[src/rtl/hidden_instr_fetch_pkg.sv]
// hidden_cpu_pkg: shared constants, field slices and FSM encoding for the instruction fetch stage
package hidden_cpu_pkg;
  localparam int DEPTH = 16;
  localparam int AW = $clog2(DEPTH);
  localparam int IW = 6;
  localparam int OP_HI = 5;
  localparam int OP_LO = 4;
  localparam int R0_HI = 3;
  localparam int R0_LO = 2;
  localparam int R1_HI = 1;
  localparam int R1_LO = 0;
  localparam logic [AW:0] LEN_FULL = (AW + 1)'(DEPTH);
  typedef enum logic [1:0] {IDLE = 2'd0, LOAD = 2'd1, RUN = 2'd2, HALT = 2'd3} state_t;
endpackage

[src/rtl/hidden_instr_fetch_if.sv]
// hidden_instr_fetch_if: load/control/fetch bundle between the fetch stage and its neighbours
interface hidden_instr_fetch_if;
  import hidden_cpu_pkg::*;
  logic load_req;
  logic wr_en;
  logic [IW-1:0] wr_data;
  logic start;
  logic abort;
  logic step_mode;
  logic step;
  logic [7:0] pc_in;
  logic [IW-1:0] instr;
  logic instr_vld;
  logic [1:0] state;
  logic [AW:0] prog_len;
  logic overflow;
  modport master (
    output load_req, wr_en, wr_data, start, abort, step_mode, step, pc_in,
    input instr, instr_vld, state, prog_len, overflow
  );
  modport slave (
    input load_req, wr_en, wr_data, start, abort, step_mode, step, pc_in,
    output instr, instr_vld, state, prog_len, overflow
  );
endinterface

[src/rtl/hidden_prog_ram.sv]
// hidden_prog_ram: DEPTH x IW program store, sync write, registered read; array contents survive rst
module hidden_prog_ram
  import hidden_cpu_pkg::*;
(
  input  logic clk,
  input  logic rst,
  input  logic we,
  input  logic re,
  input  logic [AW-1:0] waddr,
  input  logic [AW-1:0] raddr,
  input  logic [IW-1:0] wdata,
  output logic [IW-1:0] rdata
);
  logic [IW-1:0] mem [DEPTH];
  // program array: written only while loading, never cleared
  always_ff @(posedge clk)
    if (we) mem[waddr] <= wdata;
  // read register doubles as the instruction output; holds between fetches
  always_ff @(posedge clk)
    if (rst) rdata <= '0;
    else if (re) rdata <= mem[raddr];
endmodule

[src/rtl/hidden_instr_fetch.sv]
// hidden_instr_fetch: loads a program from the pins, then replays it by PC with optional single-step
module hidden_instr_fetch
  import hidden_cpu_pkg::*;
(
  input logic clk,
  input logic rst,
  hidden_instr_fetch_if.slave bus
);
  state_t st, nxt;
  logic [AW:0] len;
  logic ovf, vld, vld_d, we, re, clr, full, fe, in_rng;
  assign full = len == LEN_FULL;
  assign fe = bus.step_mode ? bus.step : 1'b1;
  assign in_rng = 8'(len) > bus.pc_in;
  assign we = st == LOAD && bus.wr_en && !full;
  assign bus.state = st;
  assign bus.prog_len = len;
  assign bus.overflow = ovf;
  assign bus.instr_vld = vld;
  // next state and per-cycle fetch/clear controls; abort outranks start and step
  always_comb begin
    nxt = st;
    re = 1'b0;
    vld_d = 1'b0;
    clr = 1'b0;
    case (st)
      IDLE:
        if (bus.load_req) begin
          nxt = LOAD;
          clr = 1'b1;
        end else if (bus.start && len != '0) nxt = RUN;
      LOAD: nxt = bus.start && (len != '0 || we) ? RUN : LOAD;
      RUN:
        if (bus.abort) nxt = IDLE;
        else if (fe && in_rng) begin
          re = 1'b1;
          vld_d = 1'b1;
        end else if (fe) nxt = HALT;
      HALT:
        if (bus.abort) nxt = IDLE;
        else if (bus.load_req) begin
          nxt = LOAD;
          clr = 1'b1;
        end else if (bus.start) nxt = RUN;
      default: nxt = IDLE;
    endcase
  end
  // state, valid flag, program length (doubles as write pointer) and sticky overflow
  always_ff @(posedge clk)
    if (rst) begin
      st <= IDLE;
      vld <= 1'b0;
      len <= '0;
      ovf <= 1'b0;
    end else begin
      st <= nxt;
      vld <= vld_d;
      if (clr) begin
        len <= '0;
        ovf <= 1'b0;
      end else if (we) len <= len + 1'b1;
      else if (st == LOAD && bus.wr_en && full) ovf <= 1'b1;
    end
  hidden_prog_ram u_ram (
    .clk(clk),
    .rst(rst),
    .we(we),
    .re(re),
    .waddr(len[AW-1:0]),
    .raddr(bus.pc_in[AW-1:0]),
    .wdata(bus.wr_data),
    .rdata(bus.instr)
  );
endmodule

[src/flat_wrapper.sv]
// flat-port wrapper written by rule: the top's interface ports become plain ports
module hidden_instr_fetch_flat import hidden_cpu_pkg::*;
  (clk, rst, bus_load_req, bus_wr_en, bus_wr_data, bus_start, bus_abort, bus_step_mode, bus_step, bus_pc_in, bus_instr, bus_instr_vld, bus_state, bus_prog_len, bus_overflow);
  hidden_instr_fetch_if bus_i ();
  input logic clk;
  input logic rst;
  input wire logic [$bits(bus_i.load_req)-1:0] bus_load_req;
  input wire logic [$bits(bus_i.wr_en)-1:0] bus_wr_en;
  input wire logic [$bits(bus_i.wr_data)-1:0] bus_wr_data;
  input wire logic [$bits(bus_i.start)-1:0] bus_start;
  input wire logic [$bits(bus_i.abort)-1:0] bus_abort;
  input wire logic [$bits(bus_i.step_mode)-1:0] bus_step_mode;
  input wire logic [$bits(bus_i.step)-1:0] bus_step;
  input wire logic [$bits(bus_i.pc_in)-1:0] bus_pc_in;
  output wire logic [$bits(bus_i.instr)-1:0] bus_instr;
  output wire logic [$bits(bus_i.instr_vld)-1:0] bus_instr_vld;
  output wire logic [$bits(bus_i.state)-1:0] bus_state;
  output wire logic [$bits(bus_i.prog_len)-1:0] bus_prog_len;
  output wire logic [$bits(bus_i.overflow)-1:0] bus_overflow;
  assign bus_i.load_req = bus_load_req;
  assign bus_i.wr_en = bus_wr_en;
  assign bus_i.wr_data = bus_wr_data;
  assign bus_i.start = bus_start;
  assign bus_i.abort = bus_abort;
  assign bus_i.step_mode = bus_step_mode;
  assign bus_i.step = bus_step;
  assign bus_i.pc_in = bus_pc_in;
  assign bus_instr = bus_i.instr;
  assign bus_instr_vld = bus_i.instr_vld;
  assign bus_state = bus_i.state;
  assign bus_prog_len = bus_i.prog_len;
  assign bus_overflow = bus_i.overflow;
  hidden_instr_fetch u_core (.clk(clk), .rst(rst), .bus(bus_i));
endmodule
[config.mk]
export PLATFORM = sky130hd
export DESIGN_NAME = hidden_instr_fetch_flat
export DESIGN_NICKNAME = d
export VERILOG_FILES = /design/src/rtl/hidden_instr_fetch_pkg.sv /design/src/rtl/hidden_instr_fetch_if.sv /design/src/rtl/hidden_prog_ram.sv /design/src/rtl/hidden_instr_fetch.sv /design/src/flat_wrapper.sv
export SDC_FILE = /design/constraint.sdc
export NUM_CORES = 1
export LEC_CHECK = 0
export CAP_MARGIN = 20
export CELL_PAD_IN_SITES_DETAIL_PLACEMENT = 1
export CELL_PAD_IN_SITES_GLOBAL_PLACEMENT = 1
export CORE_AREA = 4 4 99 101
export DETAILED_ROUTE_END_ITERATION = 16
export DIE_AREA = 0 0 103 105
export HOLD_SLACK_MARGIN = 0.05
export PLACE_DENSITY_LB_ADDON = 0.1
export SLEW_MARGIN = 20
export SYNTH_ARGS = -nofsm -noshare
export SYNTH_HDL_FRONTEND = slang
export SYNTH_SLANG_ARGS = --single-unit
[constraint.sdc]
create_clock -name clk -period 3.2 [get_ports clk]
set_input_delay 0.32 -clock clk [delete_from_list [all_inputs] [get_ports clk]]
set_output_delay 0.32 -clock clk [all_outputs]
set_load 0.01 [all_outputs]
# ---- Word-level counts from Yosys, hierarchy flattened
# Memory sizes are Yosys's and may differ from the RTL's. A register that Yosys moved wholly into a read port is not among the register bits.
# Cells that the tools add are included.
dict set report op_classes {
  add_sub_neg 1
  magnitude_cmp 1
  eq_ne 8
  n_mux 19
  bitwise_logic 1
  reduce_logical 13
}
# op count
set op_table {}
lappend op_table {{two-way mux 2 bit} 9}
lappend op_table {{> comparator 5 x 8 -> 1 bit} 1}
lappend op_table {{two-way mux 1 bit} 8}
lappend op_table {{one-hot mux 2 bit (4 select lines)} 1}
lappend op_table {{logical AND 1 bit} 6}
lappend op_table {{inequality test 3 x 2 -> 1 bit (second input constant)} 2}
lappend op_table {{adder 5 x 1 -> 5 bit (second input constant)} 1}
lappend op_table {{equality test 5 bit (second input constant)} 1}
lappend op_table {{nonzero test 5 bit} 1}
lappend op_table {{equality test 2 bit (second input constant)} 2}
lappend op_table {{inequality test 4 bit (second input constant)} 1}
lappend op_table {{AND reduction 4 bit} 1}
lappend op_table {{inequality test 3 bit (second input constant)} 1}
lappend op_table {{equality test 2 x 1 -> 1 bit (second input constant)} 1}
lappend op_table {{logical NOT 2 bit} 1}
lappend op_table {{one-hot mux 1 bit (2 select lines)} 1}
lappend op_table {{AND reduction 2 bit} 1}
lappend op_table {{OR reduction 2 bit} 1}
lappend op_table {{logical NOT 1 bit} 1}
lappend op_table {{logical OR 1 bit} 1}
lappend op_table {{inverter 1 bit} 1}
dict set report totals {
  reg_bits 9
  mem_bits_rw 96
  inputBits 22
  elab_cells 48
  mem_count 1
}
# name depth width rd rd_ports_with_merged_regs wr line
set memory_table {}
lappend memory_table {u_core.u_ram.mem 16 6 1 1 1 hidden_prog_ram.sv:14} ;# logic [IW-1:0] mem [DEPTH];

# ---- Longest topological paths before layout
dict set report logic_depth {
  ltp_word 7
  depth_mapped 9
  depth_no_buf 7
}

# ---- Cells and area by module
# Synthesis repeated with hierarchy kept, for this count alone.
dict set report hier_totals {
  hier_cells 343
  hier_area_um2 4844.6
}
# module n_inst cells_per_inst area_per_inst_um2 seq_area_each_um2
set modules_own_cells {}
lappend modules_own_cells {hidden_prog_ram 1 252 4046.4 3002.9}
lappend modules_own_cells {hidden_instr_fetch 1 91 798.3 180.2}

# ---- Least setup slack after synthesis
# No wires, ideal clock.
dict set report synth_path {
  kind {reg-to-reg}
  start {register u_core.len[0] (netlist: u_core.bus.prog_len[0])}
  end {memory u_core.u_ram.mem[3][0] (enable)}
  setup_ns 0.377
  t_arrival_ns 1.884
  path_slack_ns 0.939
  stages_incl_launch_ff 7
  n_path_buf 0
  synth_period_minus_slack_ns 2.261
  cell_sequence {dfxtp_1 > inv_1 > ha_1 > nor3b_1 > a21oi_1 > nand2_1 > nor3_1}
}
dict set report synth_between {
  elab_chain_cells 5
}
# element line
set synth_lines {}
lappend synth_lines {{from (decl)} hidden_instr_fetch.sv:10} ;# logic [AW:0] len;
lappend synth_lines {{from (signal assigned)} hidden_instr_fetch.sv:61} ;# end else if (we) len <= len + 1'b1;
lappend synth_lines {{equality test 5 bit} hidden_instr_fetch.sv:12} ;# assign full = len == LEN_FULL;
lappend synth_lines {{logical NOT 1 bit} hidden_instr_fetch.sv:15} ;# assign we = st == LOAD && bus.wr_en && !full;
lappend synth_lines {{logical AND 1 bit} hidden_instr_fetch.sv:15}
lappend synth_lines {{two-way mux 1 bit} hidden_prog_ram.sv:17} ;# if (we) mem[waddr] <= wdata;
lappend synth_lines {{two-way mux 1 bit (not written as such)} hidden_prog_ram.sv:17}
lappend synth_lines {{to (decl)} hidden_prog_ram.sv:14}
# Several ways; a longest one is shown, not always the timed one.

# ---- Final worst setup path
dict set report layout_path {
  start {register u_core.len[0] (netlist: u_core.bus.prog_len[0])}
  end {memory u_core.u_ram.mem[3][1] (enable)}
}
# The elaborated chain is that of the path after synthesis.

==> results by group <==
Run status
  – Outcome: completed

Timing
  – Minimum clock period: 2.438 ns
  – Total negative setup slack: 0 ns
  – Final Skew: 0.01985 ns
  – Min setup slack post-route: 0.7618 ns
  – Final count of hold timing violations: 0
  – Number of max-slew violations in the final report: 0
  – Fmax: around 400 MHz
  – Period utilization: around 76%
  – Rel. slew slack: between 30% and 40%
  – Endpoints failing setup: 0
  – Slew at the pin closest to its max-slew limit: around 1 ns
  – Setup repair after global routing missed its margin: no

Layout
  – Most frequent standard cell in the layout excluding fill and tap cells: sky130_fd_sc_hd__edfxtp_1
  – Register area: approximately 3200 um2
  – Fraction of final layout cells with drive strength greater than 1: 14.85%
  – Area of the multi-input gates: 1350 um2
  – Post-Route Utilization: 58.90%
  – Area growth syn-to-layout: 14.35%
  – Fill cell total of the finished layout: 856
  – Nets@finish: 361
  – Highest-count cells in the layout ignoring fill and taps: sky130_fd_sc_hd__edfxtp_1 (96), sky130_fd_sc_hd__clkdlybuf4s50_1 (36), sky130_fd_sc_hd__mux4_2 (24)
  – Count of antenna diodes in the layout: 0
  – Number of standard cells in the layout, taps in and fillers out: between 400 and 500

Clock tree
  – Post-CTS Hold Fix Bufs: 0
  – Post-cts repair resize count: 0
  – Post-CTS setup buffer count: 0
  – Worst skew pair latency: 0.37 ns
  – CTS Root Buffer Type: sky130_fd_sc_hd__clkbuf_8
  – H-Tree Depth: 3
  – Number of buffers created by CTS: 9
  – Register clock-pin slew on the reported worst setup and hold paths: 0.10 ns
  – Maximum buffer depth of the clock tree: 2
  – Clock tree from TritonCTS: yes
  – Number of sinks on the clock net: 111

Placed design
  – Global placer's final weighted congestion: 0.7875
  – Count of port buffers added during placement: 36
  – Cell count after placement: 425
  – Pre-CTS setup slack: 0.6354 ns
  – HPWL Detailed: 7.545 mm

Drt
  – Met1 wire length: between 4 and 5 mm
  – Number of search-and-repair iterations in the first detailed-routing pass: 5
  – DRC marker count from the first detailed-route iteration: 168
  – Amount of wire on met3 after detailed routing: 373 um
  – Average wire per cell in the routed design: 23.13 um
  – Met2 layer wire length in the routed design: between 5 and 6 mm
  – Vias: 2543
  – Top routing layer in use: met4
  – Residual DRC count: 0
  – Detailed Route WL: a little over 10 mm
  – Number of routed nets with antenna violations: 0
  – Via density per instance: 5.766

Logic synthesis
  – Register area share after synthesis: 68.50%
  – Count of cell types in the netlist: 43
  – Asr flop ratio synth: 0%
  – Post-synthesis net count: around 320
  – Total of flip-flops plus latches after synthesis: 111
  – Dominant synthesized flop cell: sky130_fd_sc_hd__edfxtp_1
  – Share of the synthesized area in the top cell type: 62.04%
  – Yosys warnings: 0
  – Syn Std Cell Area: 4647 um2
  – Top post-synthesis cells by area: sky130_fd_sc_hd__edfxtp_1 (62%), sky130_fd_sc_hd__mux4_2 (12%), sky130_fd_sc_hd__dfxtp_1 (6.5%), sky130_fd_sc_hd__ha_1 (3.8%), sky130_fd_sc_hd__nor2_1 (1.8%)
  – Mapped Avg Cell Area: 16.48 um2
  – Number of flops mapped to enable cells by yosys: 96
  – Biggest area consumer among synthesized cells: sky130_fd_sc_hd__edfxtp_1
  – Gate count of the mapped netlist: 282

Job
  – Number of violations of the max-capacitance limit: 0

Setup path
  – Library cell contributing the largest single delay on the critical path: sky130_fd_sc_hd__dfxtp_1
  – Highest fanout seen on the critical path: 6
  – Delay contributed by the slowest stage of the critical path: 0.46 ns
  – Classification of the worst setup path: reg2reg
  – CP Data Arrival Time: 2.52 ns
  – Worst path required time: 3.28 ns
  – Crit start category: flop
  – Capturing element type of the critical path: flop
  – Depth of the worst register-to-register path: 8
  – Cell-by-cell trace of the critical path: inv_1, ha_1, nor3b_1, a21oi_1, buf_4, nand2_1, nor3_1, buf_4
  – Most common cell type on the critical path: sky130_fd_sc_hd__buf_4

Min path
  – Class of the tightest hold or removal check: reg2reg
  – Hold Path Cell Cnt: 1

Global routing
  – First-pass GRT wire length: 15.99 mm
  – GRT Util Overall: 20.46%
  – Largest net degree at the start of global routing: 25
  – Number of global-route vias before repair: 2763
  – Initial antenna violation count: 0
  – Aggregate global routing overflow: 0

Power and ir drop
  – Portion of total power attributed to the clock network: ~28%
  – Total power density per cell area: roughly 520 nW/um2
  – Leakage Power: 1.760 nW
  – Switching portion of total power: 25.81%
  – Net load switching power: 718.2 uW
  – Maximum vdd ir drop: around 0.28 mV
  – Part of the power in registers: 58.2%
  – Combinational cell fraction of total power: about 14%
  – Internal: 2.065 mW

Die
  – DIE HEIGHT: ~110 um
  – Number of rows created at floorplan: 35
  – Die Span X: 103 um
  – Initial core utilization: between 50% and 60%
  – Area of the core region: approximately 9000 um2
  – Die area: 10820 um2
  – I/O pin count: 37
cells in the mapped netlist (all sizes together), types with 4 or more instances:
master,count
mux4,24
a21oi,6
buf,7
dfxtp,15
ha,14
o21ai,4
inv,14
a22oi,5
nand2,18
nor2,22
edfxtp,96
a22o,5
nand3,13
worst paths after layout:
path | endpoint | slack [ns] | from
max | u_core.u_ram.mem[3][1]$_DFFE_PP_ | 0.76 | u_core.bus.prog_len[0]$_SDFFE_PP0P_
min | u_core.u_ram.rdata[5]$_SDFFE_PP0P_ | 0.49 | u_core.u_ram.rdata[5]$_SDFFE_PP0P_
max reg2reg | u_core.u_ram.mem[3][1]$_DFFE_PP_ | 0.76 | u_core.bus.prog_len[0]$_SDFFE_PP0P_
min reg2reg | u_core.u_ram.rdata[5]$_SDFFE_PP0P_ | 0.49 | u_core.u_ram.rdata[5]$_SDFFE_PP0P_
layer usage:
| layer | vias to the layer above | global-route usage (%) |
|---|---|---|
| met5 | - | 0 |
| met4 | 0 | 7.123 |
| met3 | 14 | 3.605 |
| met2 | 50 | 31.35 |
| met1 | 1298 | 29.55 |
| li1 | 1181 | - |
power by group through the flow:
stage | combinational (mW) | sequential [mW] | clock [mW]
floorplan | 0.224 | 1.65 | 0
global placement | 0.373 | 1.65 | 0
detailed placement | 0.378 | 1.65 | 0
CTS | 0.382 | 1.62 | 0.800
global route | 0.420 | 1.62 | 0.868
finish | 0.380 | 1.62 | 0.784
cell families (layout without fill, tap and decap cells):
family          Yosys count  after routing  share of synthesized area (%)
compound gates           32             32                          5.035
xor+xnor                  4              4                         0.7540
fa+ha+maj                14             14                          3.770
buf+inv                  24             72                          2.450
flops                   111            111                          68.50
mux                      27             27                          12.28
simple gates             70             70                          7.216
layout make-up:
type / instances / share of cell area, %
repair buffers: 42 / 7.629
clock inverters: 6 / 1.060
inverters: 14 / 0.9889
well taps: 111 / 2.614
multi-input cells: 147 / 25.41
flip-flops and latches: 111 / 59.90
clock buffers: 10 / 2.402
per-stage QoR:
step	hold slack, ns	power, mW	instance area (um2)
after floorplan	0.4189	1.876	4647
after global placement	0.4541	2.024	5130
after detailed placement	0.4693	2.031	5130
after CTS	0.4918	2.801	5314
after global routing	0.5107	2.912	5314
final	0.4860	2.783	5314
worst max-delay path: cells and delay by family (launching register included):
| kind | cells | cell delay [ns] |
|---|---|---|
| adders and majority gates | 1 | 0.27 |
| AOI/OAI and AO/OA | 1 | 0.16 |
| buffers and inverters | 3 | 0.54 |
| and+or+nand+nor | 3 | 0.73 |
| DFF | 1 | 0.46 |
sequential cells by signal, indices dropped and copies added, names as in the netlist:
register	cells
u_core.bus.prog_len	5
u_core.bus.state	2
u_core.bus.overflow	1
u_core.u_ram.mem	96
u_core.bus.instr_vld	1
u_core.u_ram.rdata	6
Power figures use the tool's default switching activity.
